==> src/rtl/mult_t_c1x2_16x16_pkg.sv <==
// Shared definitions for the reconfigurable 16x16 multiplier: mode encodings
// and the bit positions where the reduced-precision lanes start and end.
package mult_t_c1x2_16x16_pkg;

  typedef enum logic [2:0] {
    MODE_16X16    = 3'd0,
    MODE_SUM_16X8 = 3'd1,
    MODE_SUM_8X4  = 3'd2
  } mode_e;

  localparam int LANE_LO  = 8;
  localparam int LANE_MID = 20;
  localparam int LANE_TOP = 32;

endpackage

==> src/rtl/mult_t_c1x2_16x16_signed_submul.sv <==
// N x M multiplier whose operands are each widened by one bit, either sign or
// zero, so one instance covers all four signedness combinations.
module signed_submul #(
  parameter int N = 16,
  parameter int M = 8
) (
  input  logic [N-1:0]            x,
  input  logic [M-1:0]            y,
  input  logic                    x_signed,
  input  logic                    y_signed,
  output logic signed [N+M+1:0]   p
);

  logic               x_top;
  logic               y_top;
  logic signed [N+M+1:0] x_wide;
  logic signed [N+M+1:0] y_wide;

  assign x_top = x_signed & x[N-1];
  assign y_top = y_signed & y[M-1];

  // Both operands are widened to the full product width so the multiply is
  // exact and carries no implicit width conversion.
  assign x_wide = {{(M+2){x_top}}, x};
  assign y_wide = {{(N+2){y_top}}, y};
  assign p      = x_wide * y_wide;

endmodule

==> src/rtl/mult_t_c1x2_16x16.sv <==
// Runtime-reconfigurable 16x16 multiplier producing two partial vectors plus a
// per-lane carry side-band; purely combinational.
module mult_t_c1x2_16x16
  import mult_t_c1x2_16x16_pkg::*;
(
  input  logic        clk,
  input  logic        reset_n,
  input  logic [31:0] a,
  input  logic [15:0] b,
  input  logic        a_sign,
  input  logic        b_sign,
  input  logic [2:0]  mode,
  output logic [31:0] result_0,
  output logic [31:0] result_1,
  output logic [1:0]  result_SIDM_carry
);

  logic               is_full;
  logic               lo_b_sign;
  logic [15:0]        hi_a;
  logic signed [25:0] p16_lo;
  logic signed [25:0] p16_hi;
  logic signed [13:0] p8_l0a;
  logic signed [13:0] p8_l0b;
  logic signed [13:0] p8_l1a;
  logic signed [13:0] p8_l1b;
  logic [24:0]        sum_16x8;
  logic [12:0]        sum_lane0;
  logic [12:0]        sum_lane1;
  logic [31:0]        res0;
  logic [31:0]        res1;
  logic [1:0]         carry;
  logic               unused_ok;

  // The two 16x8 multipliers are shared between mode 0 and mode 1; in mode 0
  // the low byte of b is always unsigned and both halves use a[15:0].
  assign is_full   = (mode == MODE_16X16);
  assign lo_b_sign = is_full ? 1'b0 : b_sign;
  assign hi_a      = is_full ? a[15:0] : a[31:16];

  signed_submul #(.N(16), .M(8)) u_mul16_lo (
    .x(a[15:0]), .y(b[7:0]), .x_signed(a_sign), .y_signed(lo_b_sign), .p(p16_lo)
  );
  signed_submul #(.N(16), .M(8)) u_mul16_hi (
    .x(hi_a), .y(b[15:8]), .x_signed(a_sign), .y_signed(b_sign), .p(p16_hi)
  );
  signed_submul #(.N(8), .M(4)) u_mul8_l0a (
    .x(a[7:0]), .y(b[3:0]), .x_signed(a_sign), .y_signed(b_sign), .p(p8_l0a)
  );
  signed_submul #(.N(8), .M(4)) u_mul8_l0b (
    .x(a[23:16]), .y(b[11:8]), .x_signed(a_sign), .y_signed(b_sign), .p(p8_l0b)
  );
  signed_submul #(.N(8), .M(4)) u_mul8_l1a (
    .x(a[15:8]), .y(b[7:4]), .x_signed(a_sign), .y_signed(b_sign), .p(p8_l1a)
  );
  signed_submul #(.N(8), .M(4)) u_mul8_l1b (
    .x(a[31:24]), .y(b[15:12]), .x_signed(a_sign), .y_signed(b_sign), .p(p8_l1b)
  );

  assign sum_16x8  = p16_lo[24:0] + p16_hi[24:0];
  assign sum_lane0 = p8_l0a[12:0] + p8_l0b[12:0];
  assign sum_lane1 = p8_l1a[12:0] + p8_l1b[12:0];

  always_comb begin
    res0  = '0;
    res1  = '0;
    carry = '0;
    case (mode)
      MODE_16X16: begin
        res0 = {{6{p16_lo[25]}}, p16_lo};
        res1 = {p16_hi[23:0], {LANE_LO{1'b0}}};
      end
      MODE_SUM_16X8: begin
        {carry[1], res0} = {sum_16x8, {LANE_LO{1'b0}}};
      end
      MODE_SUM_8X4: begin
        {carry[0], res0[LANE_MID-1:0]}        = {sum_lane0, {LANE_LO{1'b0}}};
        {carry[1], res0[LANE_TOP-1:LANE_MID]} = sum_lane1;
      end
      default: begin
      end
    endcase
  end

  assign result_0          = res0;
  assign result_1          = res1;
  assign result_SIDM_carry = carry;

  // Clock and reset exist only for tile uniformity; truncated product bits
  // above each field are intentionally dropped.
  assign unused_ok = ^{clk, reset_n, p16_hi[25:24],
                       p8_l0a[13], p8_l0b[13], p8_l1a[13], p8_l1b[13]};

endmodule

==> config.mk <==
export PLATFORM = sky130hd
export DESIGN_NAME = mult_t_c1x2_16x16
export DESIGN_NICKNAME = d
export VERILOG_FILES = /design/src/rtl/mult_t_c1x2_16x16_pkg.sv /design/src/rtl/mult_t_c1x2_16x16_signed_submul.sv /design/src/rtl/mult_t_c1x2_16x16.sv
export SDC_FILE = /design/constraint.sdc
export NUM_CORES = 1
export LEC_CHECK = 0
export CELL_PAD_IN_SITES_DETAIL_PLACEMENT = 1
export CELL_PAD_IN_SITES_GLOBAL_PLACEMENT = 1
export CORE_MARGIN = 4
export CORE_UTILIZATION = 44
export DETAILED_ROUTE_END_ITERATION = 7
export PLACE_DENSITY = 0.86
export SLEW_MARGIN = 0
export SYNTH_ARGS = -nofsm -noshare
export SYNTH_HDL_FRONTEND = slang
export SYNTH_HIERARCHICAL = 1
export SYNTH_SLANG_ARGS = --single-unit
==> constraint.sdc <==
create_clock -name vclk -period 9.33
set_input_delay 1.3995 -clock vclk [all_inputs]
set_output_delay 1.3995 -clock vclk [all_outputs]
set_load 0.02 [all_outputs]
==> flow_summary_export.csv <==
group,metric,value,unit
logic_synthesis,synthesis.area,19800,µm²
sta,report.final.hold_viol_count,0,
sta,rsz0062_at_grt,"yes",
global_routing,groute.usage.overall,0.330,
setup_path,worstPathMaxFanout,11,
detailed_routing,drt-wirelength-per-cell,26.8,µm
sta,final_max_slew_viol_count,0,
layout,syn_to_final_growth,32.8,%
die,initial_utilization,0.447,
setup_path,crit_arrival,8.83,ns
outcome,failed_checks,"setup timing",
setup_path,path_buf_inv,9,
setup_path,critical_path.most_common_cell,"sky130_fd_sc_hd__buf_4",
global_routing,vias_in_the_first_global_route,22800,
die,overall_die_area,48500,µm²
run,max_cap_violations,0,
logic_synthesis,gate_count_after_technology_mapping,2334,
detailed_routing,wl,91200,µm
detailed_routing,via_per_inst,5.93,
logic_synthesis,synthesis.yosys.warnings,6,
setup_path,critical_path.startpoint_type,"input port",
layout,final_nets,3491,
global_routing,grt_pass1_wl,125000,µm
detailed_routing,dr.pass1.iters,5,
sta,clock.fmax,97.8,MHz
logic_synthesis,synth.avg_cell_area,8.50,µm²
setup_path,cpPeakStageDelay,0.63,ns
layout,final_layout_size_suffix_gt1_frac,0.256,
cts,cts_hold_buf,0,
setup_path,crit_slowest_cell,"sky130_fd_sc_hd__clkdlybuf4s50_1",
sta,finalSetupTns,-8.20,ns
hold_path,worst_hold_path_type,"in2out",
place,detailedPlacementHpwl,60900,µm
global_routing,grt_start_max_net_pins,28,
die,die_h,220,µm
detailed_routing,first_iter_violations,1535,
die,die_x,220,µm
setup_path,worstPathRequired,7.93,ns
detailed_routing,route.vias.total,20200,
global_routing,grt_remaining_overflow,0,
layout,num-clock-buffers,0,
sta,worst_slew_pin_slew,1.19,ns
detailed_routing,antenna_violating_nets_post_route,0,
layout,instances_no_fill,3408,
place,placer_s_final_routability_congestion_estimate,0.959,
layout,filler_cell_count,5095,
sta,report.final.setup_viol,17,
die,number_of_rows_in_the_core_area,77,
outcome,status,"complete, but fails checks",
global_routing,antenna_found_initial,4,
layout,seq_cell_count,0,
place,port-buffer-count,111,
setup_path,endpoint_kind,"primary output",
sta,timing.final.crit_share,1.10,
sta,postLayoutSetupSlackWorst,-0.898,ns
place,dp_cells,3332,
place,pre_cts_ws,-1.61,ns
detailed_routing,detail_route.drc_violations,0,
die,core_area,44400,µm²
layout,ff_latch_area,0,µm²
setup_path,worstSetupPathType,"in2out",
sta,fin_crit,10.23,ns
setup_path,crit_family,"adder cells",
sta,slew_headroom,0.201,
die,top_level_ports,121,
[worst paths after layout]
| kind | from | slack [ns] | depth (start not counted) | endpoint |
|---|---|---|---|---|
| worst max-delay path | a[11] | -0.90 | 26 | result_0[30] |
| worst min-delay path | mode[2] | 3.38 | 4 | result_0[24] |
[layer usage]
layer,track usage,wire length (µm)
met5,0,27
met4,0.203,9530
met3,0.0310,6400
met2,0.608,44200
met1,0.367,31100
[worst min-delay path, stage by stage]
cell and delay [ns]:
sky130_fd_sc_hd__buf_6 0.08, sky130_fd_sc_hd__buf_4 0.19, sky130_fd_sc_hd__o32ai_2 0.14, sky130_fd_sc_hd__buf_12 0.16
[repair_timing]
item | 4_1_cts | 5_1_grt
gates cloned | 1 | 0
pin swaps | 140 | 92
endpoints found under the hold margin | 0 | 0
setup buffers | 61 | 15
setup endpoints to repair | 27 | 24
resized for setup | 283 | 108
[metrics by stage]
step / utilization / hold slack (ns) / cell area, µm²
after CTS: 0.581 / 3.35 / 25800
after global placement: 0.548 / 3.84 / 24300
final: 0.593 / 3.38 / 26300
after floorplan: - / 3.12 / 19900
after detailed placement: 0.548 / 3.86 / 24300
after global routing: 0.593 / 3.37 / 26300
[cells in the final DEF, fill, tap and decap left out, types with 13 or more instances in the layout]
cell type / n
sky130_fd_sc_hd__xor2_1: 32
sky130_fd_sc_hd__a21oi_2: 28
sky130_fd_sc_hd__o21ai_0: 45
sky130_fd_sc_hd__buf_12: 17
sky130_fd_sc_hd__or2_2: 15
sky130_fd_sc_hd__nor3_1: 13
sky130_fd_sc_hd__buf_4: 406
sky130_fd_sc_hd__o21ai_1: 15
sky130_fd_sc_hd__ha_1: 210
sky130_fd_sc_hd__and2_1: 286
sky130_fd_sc_hd__a21o_1: 22
sky130_fd_sc_hd__fa_2: 16
sky130_fd_sc_hd__and3_1: 23
sky130_fd_sc_hd__nand3_1: 19
sky130_fd_sc_hd__nand2_1: 187
sky130_fd_sc_hd__mux2_4: 13
sky130_fd_sc_hd__inv_1: 424
sky130_fd_sc_hd__a21oi_1: 59
sky130_fd_sc_hd__xnor2_1: 58
sky130_fd_sc_hd__buf_6: 28
sky130_fd_sc_hd__o21a_1: 14
sky130_fd_sc_hd__fa_1: 355
sky130_fd_sc_hd__clkdlybuf4s50_1: 76
sky130_fd_sc_hd__ha_4: 36
sky130_fd_sc_hd__nand2_2: 16
sky130_fd_sc_hd__nor2_1: 91
sky130_fd_sc_hd__nand4_1: 14
[final cells by class]
class	instances	area [µm²]	area share
diodes	1	2.50	0.0000950
repair buffers	550	4700	0.179
multi-input cells	1829	19300	0.731
well taps	592	741	0.0281
inverters	436	1640	0.0621
Power is left out: the tool's default activity adds up to more than one toggle a clock period on the data nets, which glitch-free logic cannot reach.
